`src/rtl/gmii_tx_framer.sv`:
```
// Transmit GMII framer: drains a FWFT MAC FIFO and emits preamble/SFD, payload,
// zero padding, CRC-32 FCS and the inter-frame gap on the PHY transmit pins.
module gmii_tx_framer #(
    parameter int PREAMBLE_LEN = 7,
    parameter int MIN_FRAME    = 60,
    parameter int IFG_BYTES    = 12
) (
    input  logic        sys_clk,
    input  logic        sys_rst,
    output logic        rd_en,
    input  logic [8:0]  rd_data,
    input  logic        rd_empty,
    output logic        phy_tx_en,
    output logic        phy_tx_er,
    output logic [7:0]  phy_txd,
    output logic        busy,
    output logic [31:0] tx_frames,
    output logic [15:0] tx_underruns
);

    localparam logic [31:0] CRC_POLY = 32'hEDB88320;

    typedef enum logic [2:0] {
        IDLE, PRE, SFD, DATA, PAD, FCS, DRAIN, IFG
    } state_t;

    state_t      state;
    logic [15:0] cnt;
    logic [10:0] byte_cnt;
    logic [31:0] crc;
    logic [10:0] byte_cnt_inc;
    logic [31:0] fcs_word;
    logic [7:0]  fcs_byte;

    function automatic logic [31:0] crc32_byte(input logic [31:0] crc_in, input logic [7:0] data);
        logic [31:0] c;
        c = crc_in;
        for (int unsigned i = 0; i < 8; i++)
            c = (c[0] ^ data[i]) ? ((c >> 1) ^ CRC_POLY) : (c >> 1);
        return c;
    endfunction

    always_comb begin
        rd_en        = !sys_rst && !rd_empty && ((state == DATA) || (state == DRAIN));
        byte_cnt_inc = (byte_cnt == 11'h7FF) ? byte_cnt : byte_cnt + 11'd1;
        fcs_word     = ~crc;
        case (cnt[1:0])
            2'd0:    fcs_byte = fcs_word[7:0];
            2'd1:    fcs_byte = fcs_word[15:8];
            2'd2:    fcs_byte = fcs_word[23:16];
            default: fcs_byte = fcs_word[31:24];
        endcase
    end

    // Each state decides the byte registered onto the pins at the next edge,
    // so the SFD state launches 0xD5 while DATA pops immediately after it.
    always_ff @(posedge sys_clk) begin
        if (sys_rst) begin
            state        <= IDLE;
            cnt          <= '0;
            byte_cnt     <= '0;
            crc          <= '1;
            phy_tx_en    <= 1'b0;
            phy_tx_er    <= 1'b0;
            phy_txd      <= '0;
            busy         <= 1'b0;
            tx_frames    <= '0;
            tx_underruns <= '0;
        end else begin
            phy_tx_en <= 1'b0;
            phy_tx_er <= 1'b0;
            phy_txd   <= '0;
            case (state)
                IDLE: begin
                    if (!rd_empty) begin
                        phy_tx_en <= 1'b1;
                        phy_txd   <= 8'h55;
                        busy      <= 1'b1;
                        cnt       <= 16'd1;
                        state     <= (PREAMBLE_LEN > 1) ? PRE : SFD;
                    end
                end
                PRE: begin
                    phy_tx_en <= 1'b1;
                    phy_txd   <= 8'h55;
                    cnt       <= cnt + 16'd1;
                    if (cnt == 16'(PREAMBLE_LEN - 1))
                        state <= SFD;
                end
                SFD: begin
                    phy_tx_en <= 1'b1;
                    phy_txd   <= 8'hD5;
                    crc       <= '1;
                    byte_cnt  <= '0;
                    state     <= DATA;
                end
                DATA: begin
                    phy_tx_en <= 1'b1;
                    if (!rd_empty) begin
                        phy_txd  <= rd_data[7:0];
                        crc      <= crc32_byte(crc, rd_data[7:0]);
                        byte_cnt <= byte_cnt_inc;
                        if (rd_data[8]) begin
                            cnt   <= '0;
                            state <= (byte_cnt_inc < 11'(MIN_FRAME)) ? PAD : FCS;
                        end
                    end else begin
                        phy_tx_er <= 1'b1;
                        if (tx_underruns != '1)
                            tx_underruns <= tx_underruns + 16'd1;
                        state <= DRAIN;
                    end
                end
                PAD: begin
                    phy_tx_en <= 1'b1;
                    crc       <= crc32_byte(crc, 8'h00);
                    byte_cnt  <= byte_cnt_inc;
                    if (byte_cnt_inc == 11'(MIN_FRAME))
                        state <= FCS;
                end
                FCS: begin
                    phy_tx_en <= 1'b1;
                    phy_txd   <= fcs_byte;
                    cnt       <= cnt + 16'd1;
                    if (cnt[1:0] == 2'd3) begin
                        tx_frames <= tx_frames + 32'd1;
                        cnt       <= '0;
                        state     <= IFG;
                    end
                end
                DRAIN: begin
                    if (!rd_empty && rd_data[8]) begin
                        cnt   <= '0;
                        state <= IFG;
                    end
                end
                IFG: begin
                    cnt <= cnt + 16'd1;
                    if (cnt == 16'(IFG_BYTES - 1)) begin
                        busy  <= 1'b0;
                        state <= IDLE;
                    end
                end
                default: begin
                    busy  <= 1'b0;
                    state <= IDLE;
                end
            endcase
        end
    end

endmodule
```
`config.mk`:
```
export PLATFORM = sky130hd
export DESIGN_NAME = gmii_tx_framer
export DESIGN_NICKNAME = d
export VERILOG_FILES = /design/src/rtl/gmii_tx_framer.sv
export SDC_FILE = /design/constraint.sdc
export NUM_CORES = 1
export LEC_CHECK = 0
export CAP_MARGIN = 20
export CORE_ASPECT_RATIO = 1.75
export CORE_UTILIZATION = 40
export DETAILED_ROUTE_END_ITERATION = 16
export GPL_TIMING_DRIVEN = 0
export PLACE_DENSITY = 0.68
export SETUP_SLACK_MARGIN = 0.4
export SYNTH_ARGS = -nofsm -noshare
export SYNTH_HDL_FRONTEND = slang
export SYNTH_SLANG_ARGS = --single-unit
```
`constraint.sdc`:
```
create_clock -name sys_clk -period 2 [get_ports sys_clk]
set_input_delay 0.4 -clock sys_clk [delete_from_list [all_inputs] [get_ports sys_clk]]
set_output_delay 0.4 -clock sys_clk [all_outputs]
set_load 0.02 [all_outputs]
```
==> results of run 1 <==
state kept, by name, indices dropped and copies added (netlist names):
register,flops
phy_txd,8
crc,32
tx_underruns,16
byte_cnt,11
phy_tx_en,1
cnt,16
phy_tx_er,1
busy,1
state,3
tx_frames,32
metal layers:
layer / wire length [um] / global-route usage [%] / vias to the layer above
li1: - / - / 3694
met4: 3660 / 26.2 / 0
met3: 3070 / 8.13 / 290
met2: 17900 / 57.0 / 614
met5: 0 / 0 / -
met1: 11500 / 31.9 / 4179
cell type report:
cell class                      instances  share of cell area, %
Inverter                               40                   1.15
Sequential cell                       121                   18.6
Clock buffer                           19                   3.26
Tap cell                              238                   2.24
Buffer                                 62                   6.77
Timing Repair Buffer                  226                   16.8
Multi-Input combinational cell        681                   49.8
Clock inverter                         13                   1.34
tightest hold or removal path, cell delays in order:
cell       delay, ns
clkbuf_16       0.15
a221oi_2        0.07
nor2_1          0.10
cells in the mapped netlist (all sizes together), types with 6 or more instances:
cell / count / area share (%)
nand2: 49 / 2.4
nor2: 110 / 5.5
a222oi: 8 / 1.1
a311oi: 6 / 0.77
a221oi: 17 / 2.0
a211oi: 12 / 1.2
o21a: 6 / 0.59
xnor3: 6 / 1.8
a21oi: 43 / 2.8
o22ai: 9 / 0.74
or3: 16 / 1.3
dfxtp: 121 / 32
nor3: 20 / 1.4
buf: 19 / 1.5
and2: 8 / 0.66
inv: 40 / 2.0
clkbuf: 43 / 2.7
and4: 6 / 0.69
xnor2: 112 / 14
xor2: 45 / 5.5
nand4: 16 / 1.3
o21bai: 7 / 0.69
and3: 11 / 0.91
nand3: 28 / 1.8
o221ai: 8 / 0.92
a211o: 11 / 1.3
o21ai: 41 / 2.7
nor4: 6 / 0.58
ha: 8 / 1.3
through the flow:
step                      worst slack (ns)  cells  hold WS [ns]  utilization (%)  instance area (um2)
after floorplan                     0.0162    903         0.441                -                 8240
after global placement              -0.777   1211         0.453             49.7                 9240
after detailed placement            -0.800   1211         0.461             49.7                 9240
after CTS                           -0.210   1355         0.331             65.5                12200
after global routing                -0.318   1400         0.373             71.4                13300
final                               -0.332   1400         0.336             71.4                13300
power by group through the flow:
stage / clock network, mW / registers (mW) / logic [mW]
final: 3.30 / 2.84 / 8.04
after global routing: 3.41 / 2.85 / 8.25
after CTS: 3.28 / 2.79 / 6.15
after detailed placement: 0 / 2.84 / 4.14
after global placement: 0 / 2.83 / 4.10
after floorplan: 0 / 2.82 / 3.22
kinds of logic after synthesis:
logic type	after synthesis	share of synthesized area [%]
AND/OR/NAND/NOR	301	19.7
AO/OA/AOI/OAI	203	18.5
XOR/XNOR	165	22.0
flip-flops	121	31.9
buffers and inverters	102	6.11
adder cells (fa/ha/maj)	8	1.32
multiplexers	3	0.412
final timing paths:
path	from	end	slack (ns)
worst min-delay path	rd_data[2]	phy_txd[2]	0.34
worst max-delay path	crc[3]	crc[15]	-0.33
worst max register to register	crc[3]	crc[15]	-0.33
worst min register to register	cnt[6]	cnt[6]	0.48
what timing repair did:
| action | 4_1_cts | 5_1_grt |
|---|---|---|
| setup buffers | 108 | 41 |
| resized for setup | 410 | 170 |
| cloned | 4 | 4 |
| endpoints found under the setup margin | 176 | 138 |
| pin swaps | 131 | 122 |
==> results.json, run 1 <==
{
  "p_leak_nw": 5.33,
  "synthArstFlopShare_pct": 0,
  "most-common-layout-cells": "97 x nor2_1, 93 x dfxtp_1, 88 x buf_4",
  "fp.coreArea_mm2": 0.0186,
  "syn_area_per_cell_um2": 8.41,
  "clockPowerShare_pct": 23.3,
  "path_cells": "buf_12, xor2_4, buf_6, buf_8, xnor2_4, xnor2_4, xnor2_2, o211ai_1, a21o_1",
  "synthCells": 903,
  "rsz0062_at_grt": "true",
  "slew-limit-headroom_pct": 50.8,
  "die_h_um": 184,
  "path_depth": 9,
  "post-route-period-util_pct": 117,
  "setup_viol": 37,
  "die-width_um": 106,
  "rr_worst_depth": 9,
  "crit_type": "reg2reg",
  "drc": 0,
  "clk-insertion-delay-late_ns": 0.44,
  "p_int_mw": 8.61,
  "fin_crit_ns": 2.33,
  "skew_ns": 0.0198,
  "ios": 72,
  "required_ns": 2.37,
  "synth_flop_cell": "dfxtp_1",
  "gp_congestion": 0.974,
  "synth_edf_count": 0,
  "drt_first_pass_iters": 7,
  "hp-class": "in2reg",
  "wire_per_inst_um": 25.8,
  "critPathMostFrequentCell": "xnor2_4",
  "portBuffers": 70,
  "crit_family": "compound AO/OA/AOI/OAI gates",
  "crit_path_start_kind": "flop",
  "multiInputGateArea_mm2": 0.00661,
  "power.density_mw_per_mm2": 1070,
  "holdBufCountCts": 0,
  "synth_warnings": 0,
  "slowest_delay_ns": 0.61,
  "setup_ws_ns": -0.332,
  "final_common_cell": "nor2_1",
  "swShare_pct": 39.3,
  "nFillCells": 1208,
  "htree_num_levels": 4,
  "diodes": 0,
  "antenna_found_initial": 0,
  "worstHoldPathCells": 3,
  "comb_power_share_pct": 56.7,
  "clock-sinks": 121,
  "cts_tree": "yes",
  "p_sw_mw": 5.58,
  "report.power.total_mw": 14.2,
  "cap_violations": 0,
  "ys_seq_area_share_pct": 31.9,
  "hold_violations": 0,
  "final-seq-area_mm2": 0.00247,
  "synth_fp_nets": 923,
  "status": "finished with violations",
  "num_vias": 8777,
  "drt_wl_total_um": 36100,
  "peakVddDrop_v": 0.000748,
  "maxSlewViolCount": 0,
  "cts_inserted_buffers": 17,
  "seqPwrFrac_pct": 20.0,
  "clockBufferDepth": 2,
  "routed_via_density": 6.27,
  "start_util_pct": 40.9,
  "nets": 1169,
  "grtUsageTotal_pct": 32.4,
  "cp_data_arrival_time_ns": 2.71,
  "max_freq_mhz": 429,
  "slowest_stage": "o211ai_1",
  "ant_nets": 0,
  "cp-end-kind": "flop",
  "grt_pass1_vias": 8458,
  "clk_pin_slew_ns": 0.07,
  "crit_buf_inv": 3,
  "cts-root-buf": "clkbuf_16",
  "grt_max_degree": 17,
  "grt_pass1_wl_um": 47400,
  "yosysUniqueCellTypes": 73,
  "setup_tns_ns": -4.64,
  "worst_slew_pin_slew_ns": 0.735,
  "syn_to_final_growth_pct": 74.8,
  "failed_checks": "negative setup slack",
  "die-area_mm2": 0.0196,
  "overflow": 0,
  "crit_fanout": 3,
  "ys_seq_elements": 121,
  "drive_gt1_share_pct": 46.0,
  "hpwl_um": 17500,
  "syn_area_mm2": 0.00759,
  "rows": 66,
  "drt_iter0_drc": 793
}
Note: power is estimated with default switching activity, not from simulation.
==> run 2, diff against run 1 <==
--- a/config.mk
+++ b/config.mk
@@ -10,6 +10,7 @@
 export CORE_UTILIZATION = 40
 export DETAILED_ROUTE_END_ITERATION = 16
 export GPL_TIMING_DRIVEN = 0
+export HOLD_SLACK_MARGIN = 0.1
 export PLACE_DENSITY = 0.68
 export SETUP_SLACK_MARGIN = 0.4
 export SYNTH_ARGS = -nofsm -noshare
==> results of run 2 <==
No change in the layout: final DEF, timing and power equal those of run 1.
==> run 3, diff against run 2 <==
--- a/config.mk
+++ b/config.mk
@@ -9,7 +9,6 @@
 export CORE_ASPECT_RATIO = 1.75
 export CORE_UTILIZATION = 40
 export DETAILED_ROUTE_END_ITERATION = 16
-export GPL_TIMING_DRIVEN = 0
 export HOLD_SLACK_MARGIN = 0.1
 export PLACE_DENSITY = 0.68
 export SETUP_SLACK_MARGIN = 0.4
==> run 3 against run 2 <==
The run still ends with negative setup slack left. Combinational power decreased by 6.0%. Final cell count is 3.6% higher. Clock skew down 0.0022 ns. Clock power rose by 7.9%. Cell area increased by 0.69%. Non-clock buffer count is 50 higher. Sequential power rose by 2%. Critical path depth decreased by 2. Maximum frequency up 1.4%. Via count is 0.55% higher. Largest cell class unchanged.
==> results.json, run 3 (same netlist as run 1, synthesis figures left out) <==
{
  "nFillCells": 1131,
  "top_regs": "crc (32), tx_frames (32)",
  "drt_first_pass_iters": 8,
  "setup_viol": 25,
  "place_ws_ns": -0.486,
  "crit_path_start_kind": "flop",
  "fp.coreArea_mm2": 0.0186,
  "maxSlewViolCount": 0,
  "slowest_stage": "nor3b_1",
  "antenna_found_initial": 0,
  "drt_iter0_drc": 722,
  "failed_checks": "negative setup slack",
  "clock-sinks": 121,
  "hp-class": "reg2reg",
  "dpl-instance-area_mm2": 0.0101,
  "wl_met1_um": 11100,
  "critPathMostFrequentCell": "a311oi_2",
  "required_ns": 2.31,
  "path_cells": "buf_6, nor3b_1, a311oi_2, o22ai_4, a311oi_2, buf_4, o32ai_1",
  "max_freq_mhz": 435,
  "drive_gt1_share_pct": 47.9,
  "gp_congestion": 0.965,
  "rows": 66,
  "cts-root-buf": "clkbuf_16",
  "ant_nets": 0,
  "grt_max_degree": 67,
  "start_util_pct": 40.9,
  "post-route-period-util_pct": 115,
  "die-area_mm2": 0.0196,
  "p_leak_nw": 5.53,
  "diodes": 0,
  "hold_violations": 0,
  "top_layer_used": "met4",
  "num_vias": 8825,
  "drt_wl_total_um": 34400,
  "syn_to_final_growth_pct": 76.0,
  "worst_slew_pin_slew_ns": 0.952,
  "cp_data_arrival_time_ns": 2.61,
  "status": "finished with violations",
  "overflow": 0,
  "peakVddDrop_v": 0.000707,
  "cts_tree": "yes",
  "route.met3.wl_um": 2650,
  "cp-end-kind": "flop",
  "routed_via_density": 6.08,
  "rsz0062_at_grt": "true",
  "grt_pass1_vias": 8082,
  "slowest_delay_ns": 0.58,
  "nets": 1220,
  "die-width_um": 106,
  "clk_pin_slew_ns": 0.06,
  "reg2reg_slack_ns": -0.30,
  "clk-insertion-delay-late_ns": 0.44,
  "fin_area_mm2": 0.0134,
  "wire_per_inst_um": 23.7,
  "most-common-layout-cells": "149 x buf_4, 96 x nor2_1, 93 x dfxtp_1",
  "hpwl_um": 17800,
  "ios": 72,
  "portBuffers": 71,
  "cap_violations": 0,
  "cts_inserted_buffers": 17,
  "report.power.total_mw": 14.0,
  "grtUsageTotal_pct": 28.1,
  "htree_num_levels": 4,
  "grt_pass1_wl_um": 42200,
  "skew_ns": 0.0176,
  "die_h_um": 184,
  "crit_type": "reg2reg",
  "setup_ws_ns": -0.300,
  "crit_fanout": 6,
  "slew-limit-headroom_pct": 36.5,
  "wl_met2_um": 17700,
  "power.density_mw_per_mm2": 1050,
  "clockBufferDepth": 2,
  "fin_crit_ns": 2.30,
  "final_common_cell": "buf_4",
  "drc": 0
}
## run 3: final timing paths
kind              startpoint  endpoint  depth (start not counted)
hold / removal        crc[9]    crc[9]                          1
setup / recovery    state[0]  state[0]                          7
setup reg to reg    state[0]  state[0]                          7
hold reg to reg       crc[9]    crc[9]                          1
## run 3: repair_timing
item / 4_1_cts / 5_1_grt
pin swaps: 69 / 110
setup buffers: 41 / 62
gates resized for setup: 256 / 264
endpoints found under the setup margin: 175 / 138
gates cloned: 2 / 6
hold buffers: 0 / 0
## run 3: stage by stage
step / std cells / setup TNS, ns / util, % / hold WS (ns)
final: 1451 / -1.90 / 71.9 / 0.478
after global routing: 1451 / -3.38 / 71.9 / 0.512
after CTS: 1383 / -0.0427 / 63.4 / 0.476
after detailed placement: 1308 / -24.88 / 54.4 / 0.461
after global placement: 1308 / -21.20 / 54.4 / 0.465
after floorplan: 903 / 0 / - / 0.441
## run 3: area by class of cell
class                   count  area [um2]  area share (%)
multi-input cells         682        6440            48.2
repair buffers            338        3310            24.7
flip-flops and latches    121        2480            18.6
clock buffers              17         425            3.18
well taps                 238         298            2.23
clock inverters            15         238            1.78
inverters                  40         175            1.31
## run 3: per-layer routing
layer	global-route usage, %	vias up
li1	-	3799
met1	27.2	4235
met2	51.6	562
met3	5.55	229
met4	21.3	0
met5	0	-
## run 3: power breakdown
part           switching (mW)  internal, mW  total (mW)
sequential              0.282          2.61        2.89
clock                    1.31          2.24        3.56
combinational            3.72          3.83        7.56
total                    5.32          8.69        14.0
## run 3: worst max-delay path: cells and delay by family (launching register included)
kind | cells | cell delay, ns
AO/OA/AOI/OAI | 4 | 0.89
AND/OR/NAND/NOR | 1 | 0.58
flip-flops | 1 | 0.38
buffers and inverters | 2 | 0.32
==> RTL edit 1 (settings of run 3) <==
Register the output `tx_underruns` once more, without a reset; this adds one clock of latency there. The other outputs are not delayed to match.
--- a/src/rtl/gmii_tx_framer.sv
+++ b/src/rtl/gmii_tx_framer.sv
@@ -25,2 +25,4 @@
     } state_t;
+
+    logic [15:0] tx_underruns_s0;
 
@@ -67,3 +69,3 @@
             tx_frames    <= '0;
-            tx_underruns <= '0;
+            tx_underruns_s0 <= '0;
         end else begin
@@ -108,4 +110,4 @@
                         phy_tx_er <= 1'b1;
-                        if (tx_underruns != '1)
-                            tx_underruns <= tx_underruns + 16'd1;
+                        if (tx_underruns_s0 != '1)
+                            tx_underruns_s0 <= tx_underruns_s0 + 16'd1;
                         state <= DRAIN;
@@ -151,2 +153,6 @@
 
+    always_ff @(posedge sys_clk) begin
+        tx_underruns <= tx_underruns_s0;
+    end
+
 endmodule
Function: changed (Yosys sat finds a counterexample within 10 cycles, from zero or initial values and one cycle with sys_rst high).
==> RTL edit 1 against run 3 <==
- the run still ends with setup timing left
- sequential cell count grew 16
- power rose by 8.3%
- area after synthesis grew 2.2%
- routed wire length shrank 1.9%
- count of clock-buffer cells in the layout up 2
- synthesized cell count is 2.9% higher
- clock power down 6.5%
- setup slack improved by 0.079 ns
- final area increased by 3.4%
- largest power group unchanged
==> RTL edit 1: results <==
metrics = {
    "critical_path": {
        "rr_endpoint": "state[0]",
        "crit_path_max_fanout": 7,
        "rr_worst_depth": 6,
        "cp_slowest_stage_delay_ns": 0.49,
        "cp.arrival_ns": 2.59,
        "critPathTopFamily": "compound AO/OA/AOI/OAI gates",
        "crit_start": "byte_cnt[2]",
        "cp_slowest_cell": "dfxtp_1",
    },
    "place": {
        "port_buffers": 71,
        "dp_hpwl_um": 18300,
        "dp_slack_ns": -0.608,
        "place_area_um2": 10200,
        "place.gp.congestion": 0.937,
        "post-place-cells": 1336,
    },
    "timing": {
        "whs_ns": 0.381,
        "setup_tns_ns": -0.387,
        "clock-skew-final_ns": 0.0132,
        "relSlewSlack_pct": 46.3,
        "finalSetupViolCount": 4,
        "fin_ws_ns": -0.221,
    },
    "logic_synthesis": {
        "ys_warn_count": 0,
        "synth_edf_count": 0,
        "syn-num-nets": 949,
        "synth_commonest_cells": "dfxtp_1, nor2_1, xnor2_1",
        "synthTopCellsByArea": "dfxtp_1, xnor2_1, xor2_1",
        "avgSynthCellArea_um2": 8.35,
        "synth_seq_area_share_pct": 35.3,
        "synth_cell_type_count": 68,
        "async_flop_share_pct": 0,
    },
    "finish": {
        "drive_gt1_share_pct": 49.7,
        "final_util_pct": 72.3,
        "nets": 1275,
        "n_fill_cell": 1150,
        "reg_top3": "crc (32), tx_frames (32)",
    },
    "clock_tree": {
        "clk_pin_slew_worst_paths_ns": 0.06,
        "numCtsBuffers": 17,
        "cts-htree-levels": 4,
        "insertion_delay_ns": 0.44,
        "root_buffer": "clkbuf_16",
        "clk_path_buf_depth": 2,
    },
    "min_path": {
        "min_from": "tx_underruns_s0[5]",
        "min_to": "tx_underruns[5]",
        "worstHoldPathCells": 0,
        "min_path_type": "reg2reg",
    },
    "run_status": {
        "status": "finished, violations left",
        "violations": "setup timing",
    },
    "grt": {
        "grt_usage_pct": 29.4,
        "grt_pass1_wl_um": 44600,
        "antenna_found_initial": 1,
        "first_global_vias": 8731,
        "grt_max_degree": 77,
    },
    "detailed_routing": {
        "vias_per_cell": 6.01,
        "vias": 9070,
        "drt_wl_total_um": 33800,
        "drt_first_iter_violations": 622,
    },
    "power": {
        "ir_drop_mv": 1.10,
        "internal_power_mw": 9.36,
        "leakagePower_nw": 5.76,
    },
}
## RTL edit 1: cell type report
| cell class | count | share of cell area [%] |
|---|---|---|
| antenna | 1 | 0.0181 |
| multi-input combinational | 698 | 46.7 |
| clock inverter | 13 | 1.12 |
| timing repair buffer | 366 | 25.0 |
| tap | 241 | 2.18 |
| inverter | 35 | 0.951 |
| clock buffer | 19 | 3.36 |
| sequential | 137 | 20.6 |
## RTL edit 1: worst max path at each step
| stage | end | slack, ns | depth (start not counted) |
|---|---|---|---|
| global placement | crc[20] | -0.54 | 7 |
| finish | state[0] | -0.22 | 6 |
| detailed placement | crc[20] | -0.61 | 7 |
| floorplan | crc[20] | 0.003 | 7 |
| global route | state[0] | -0.31 | 6 |
| CTS | crc[20] | 0.05 | 6 |
## RTL edit 1: metal layers
metal / wire (um) / track usage [%]
met2: 17300 / 54.5
met1: 10800 / 26.9
met3: 2340 / 7.00
met4: 3330 / 24.1
met5: 0 / 0
## RTL edit 1: cells by family (layout without fill, tap and decap cells)
logic type / count (synthesis) / in the layout / synth area share, %
flops: 137 / 137 / 35.3
simple gates: 319 / 319 / 19.9
other cells: 0 / 1 / 0
fa+ha+maj: 8 / 8 / 1.29
mux: 2 / 2 / 0.274
buf+inv: 94 / 433 / 4.97
xor+xnor: 167 / 167 / 20.3
compound gates: 202 / 202 / 18.0
## RTL edit 1: timing repair
item                       4_1_cts  5_1_grt
gates resized for setup        344      192
buffers inserted                96       41
pin swaps                      114      120
gates cloned                     3        1
hold buffers                     0        0
setup endpoints to repair      176      128
## RTL edit 1: power groups by stage
stage	Combinational, mW	Sequential [mW]	Clock [mW]
detailed placement	5.20	3.24	0
finish	8.63	3.22	3.33
CTS	7.07	3.19	3.33
global route	8.97	3.23	3.47
floorplan	3.44	3.16	0
global placement	5.16	3.24	0
==> RTL edit 2 (settings of run 3) <==
Without the edit above. Change the parameter `PREAMBLE_LEN` from 7 to 4.
--- a/src/rtl/gmii_tx_framer.sv
+++ b/src/rtl/gmii_tx_framer.sv
@@ -3,3 +3,3 @@
 module gmii_tx_framer #(
-    parameter int PREAMBLE_LEN = 7,
+    parameter int PREAMBLE_LEN = 4,
     parameter int MIN_FRAME    = 60,
Check against the original RTL: not equivalent (Yosys sat finds a counterexample within 10 cycles, from zero or initial values and one cycle with sys_rst high).
==> RTL edit 2 against run 3 <==
- the flow still finishes with violations (setup timing)
- sequential cell count unchanged
- power decreased by 20%
- setup slack improved by 0.20 ns
- routed wire length decreased by 8.6%
- clock skew increased by 0.0015 ns
- critical path type unchanged
- sequential share of layout area increased by 0.64 points
- synthesized cell count decreased by 0.33%
- highest routed layer unchanged
- area after synthesis decreased by 2.6%
- global-route usage increased by 0.47 points
- final area decreased by 2.9%
- first-iteration DRC count decreased by 26%
==> RTL edit 2: results <==
metrics = {
    "run_status": {
        "status": "finished, violations left",
        "violations": "setup timing",
    },
    "place": {
        "post-place-cells": 1301,
        "place_area_um2": 9830,
        "dp_hpwl_um": 17900,
        "dp_slack_ns": -0.651,
        "place.gp.congestion": 0.991,
    },
    "detailed_routing": {
        "vias": 8537,
        "dr.pass1.iters": 7,
        "wire_per_inst_um": 21.9,
        "drt_first_iter_violations": 534,
    },
    "timing": {
        "setup_tns_ns": -0.414,
        "finalSetupViolCount": 5,
        "tightest_slew_ns": 0.757,
        "clock-skew-final_ns": 0.0191,
        "fin_ws_ns": -0.101,
        "whs_ns": 0.501,
    },
    "critical_path": {
        "critPathTopFamily": "XOR/XNOR gates",
        "crit_path_max_fanout": 3,
        "cp_slowest_cell": "a221oi_2",
        "crit_start": "crc[3]",
        "timing.rr.start": "crc[3]",
        "rr_endpoint": "crc[17]",
        "cp_slowest_stage_delay_ns": 0.44,
        "rr_worst_depth": 8,
        "cp.arrival_ns": 2.40,
    },
    "finish": {
        "nets": 1209,
        "reg_top3": "crc (32), tx_frames (32)",
        "stdcell_count": 1436,
        "diodes": 0,
        "drive_gt1_share_pct": 46.6,
    },
    "grt": {
        "first_global_vias": 8236,
        "antenna_found_initial": 0,
        "grt_max_degree": 41,
        "grt_pass1_wl_um": 42400,
        "grt_usage_pct": 28.5,
    },
    "logic_synthesis": {
        "ys_warn_count": 0,
        "avgSynthCellArea_um2": 8.22,
        "async_flop_share_pct": 0,
        "synth_cell_type_count": 70,
        "syn-num-nets": 920,
        "synth_commonest_cells": "dfxtp_1, nor2_1, xnor2_1",
        "synth_seq_area_share_pct": 32.7,
        "synthTopCellsByArea": "dfxtp_1, xnor2_1, xor2_1",
        "ys.flop_type": "dfxtp_1",
    },
    "min_path": {
        "worstHoldPathCells": 2,
        "min_to": "tx_frames[29]",
        "min_path_type": "reg2reg",
        "min_from": "tx_frames[29]",
    },
    "power": {
        "ir_drop_mv": 0.690,
        "leakagePower_nw": 5.05,
    },
    "clock_tree": {
        "cts-htree-levels": 4,
    },
}
-- RTL edit 2: changes by cell type in the layout (fill, tap and decap cells not counted), moves of 10 or more --
| cell | before | now |
|---|---|---|
| a31oi_1 | 4 | 14 |
| a211o_1 | 11 | 1 |
| buf_4 | 149 | 159 |
| buf_6 | 91 | 54 |
| nand2_2 | 3 | 15 |
| xor2_1 | 32 | 42 |
| nor2_1 | 96 | 85 |
| inv_1 | 35 | 16 |
-- RTL edit 2: timing repair --
| action | in CTS | in global routing |
|---|---|---|
| hold buffers | 0 | 0 |
| cloned | 2 | 1 |
| pin swaps | 117 | 91 |
| hold endpoints to repair | 0 | 0 |
| setup endpoints to repair | 172 | 139 |
| gates resized for setup | 296 | 204 |
| setup buffers | 65 | 35 |
-- RTL edit 2: per-layer routing --
| metal | vias to the layer above | part of all wire, % | track usage [%] |
|---|---|---|---|
| met4 | 0 | 8.4 | 20.5 |
| met3 | 198 | 7.2 | 4.56 |
| met2 | 482 | 52 | 53.3 |
| met5 | - | 0 | 0 |
| met1 | 4086 | 33 | 28.2 |
| li1 | 3771 | - | - |
-- RTL edit 2: layout make-up --
type                            instances  area [um^2]
Fill cell                            1230         5070
Multi-Input combinational cell        707         6420
Inverter                               22          104
Timing Repair Buffer                  320         3070
Clock inverter                          8          118
Clock buffer                           24          473
Tap cell                              234          293
Sequential cell                       121         2500
-- RTL edit 2: power breakdown --
group / switching [mW] / internal, mW
registers: 0.182 / 2.52
clock network: 1.14 / 2.02
logic: 2.66 / 2.71
-- RTL edit 2: cell families after synthesis --
logic type	Yosys count	synth area share, %
simple gates	324	22.0
xor+xnor	170	22.0
fa+ha+maj	8	1.35
compound gates	202	17.3
flops	121	32.7
buf+inv	73	4.24
mux	2	0.271
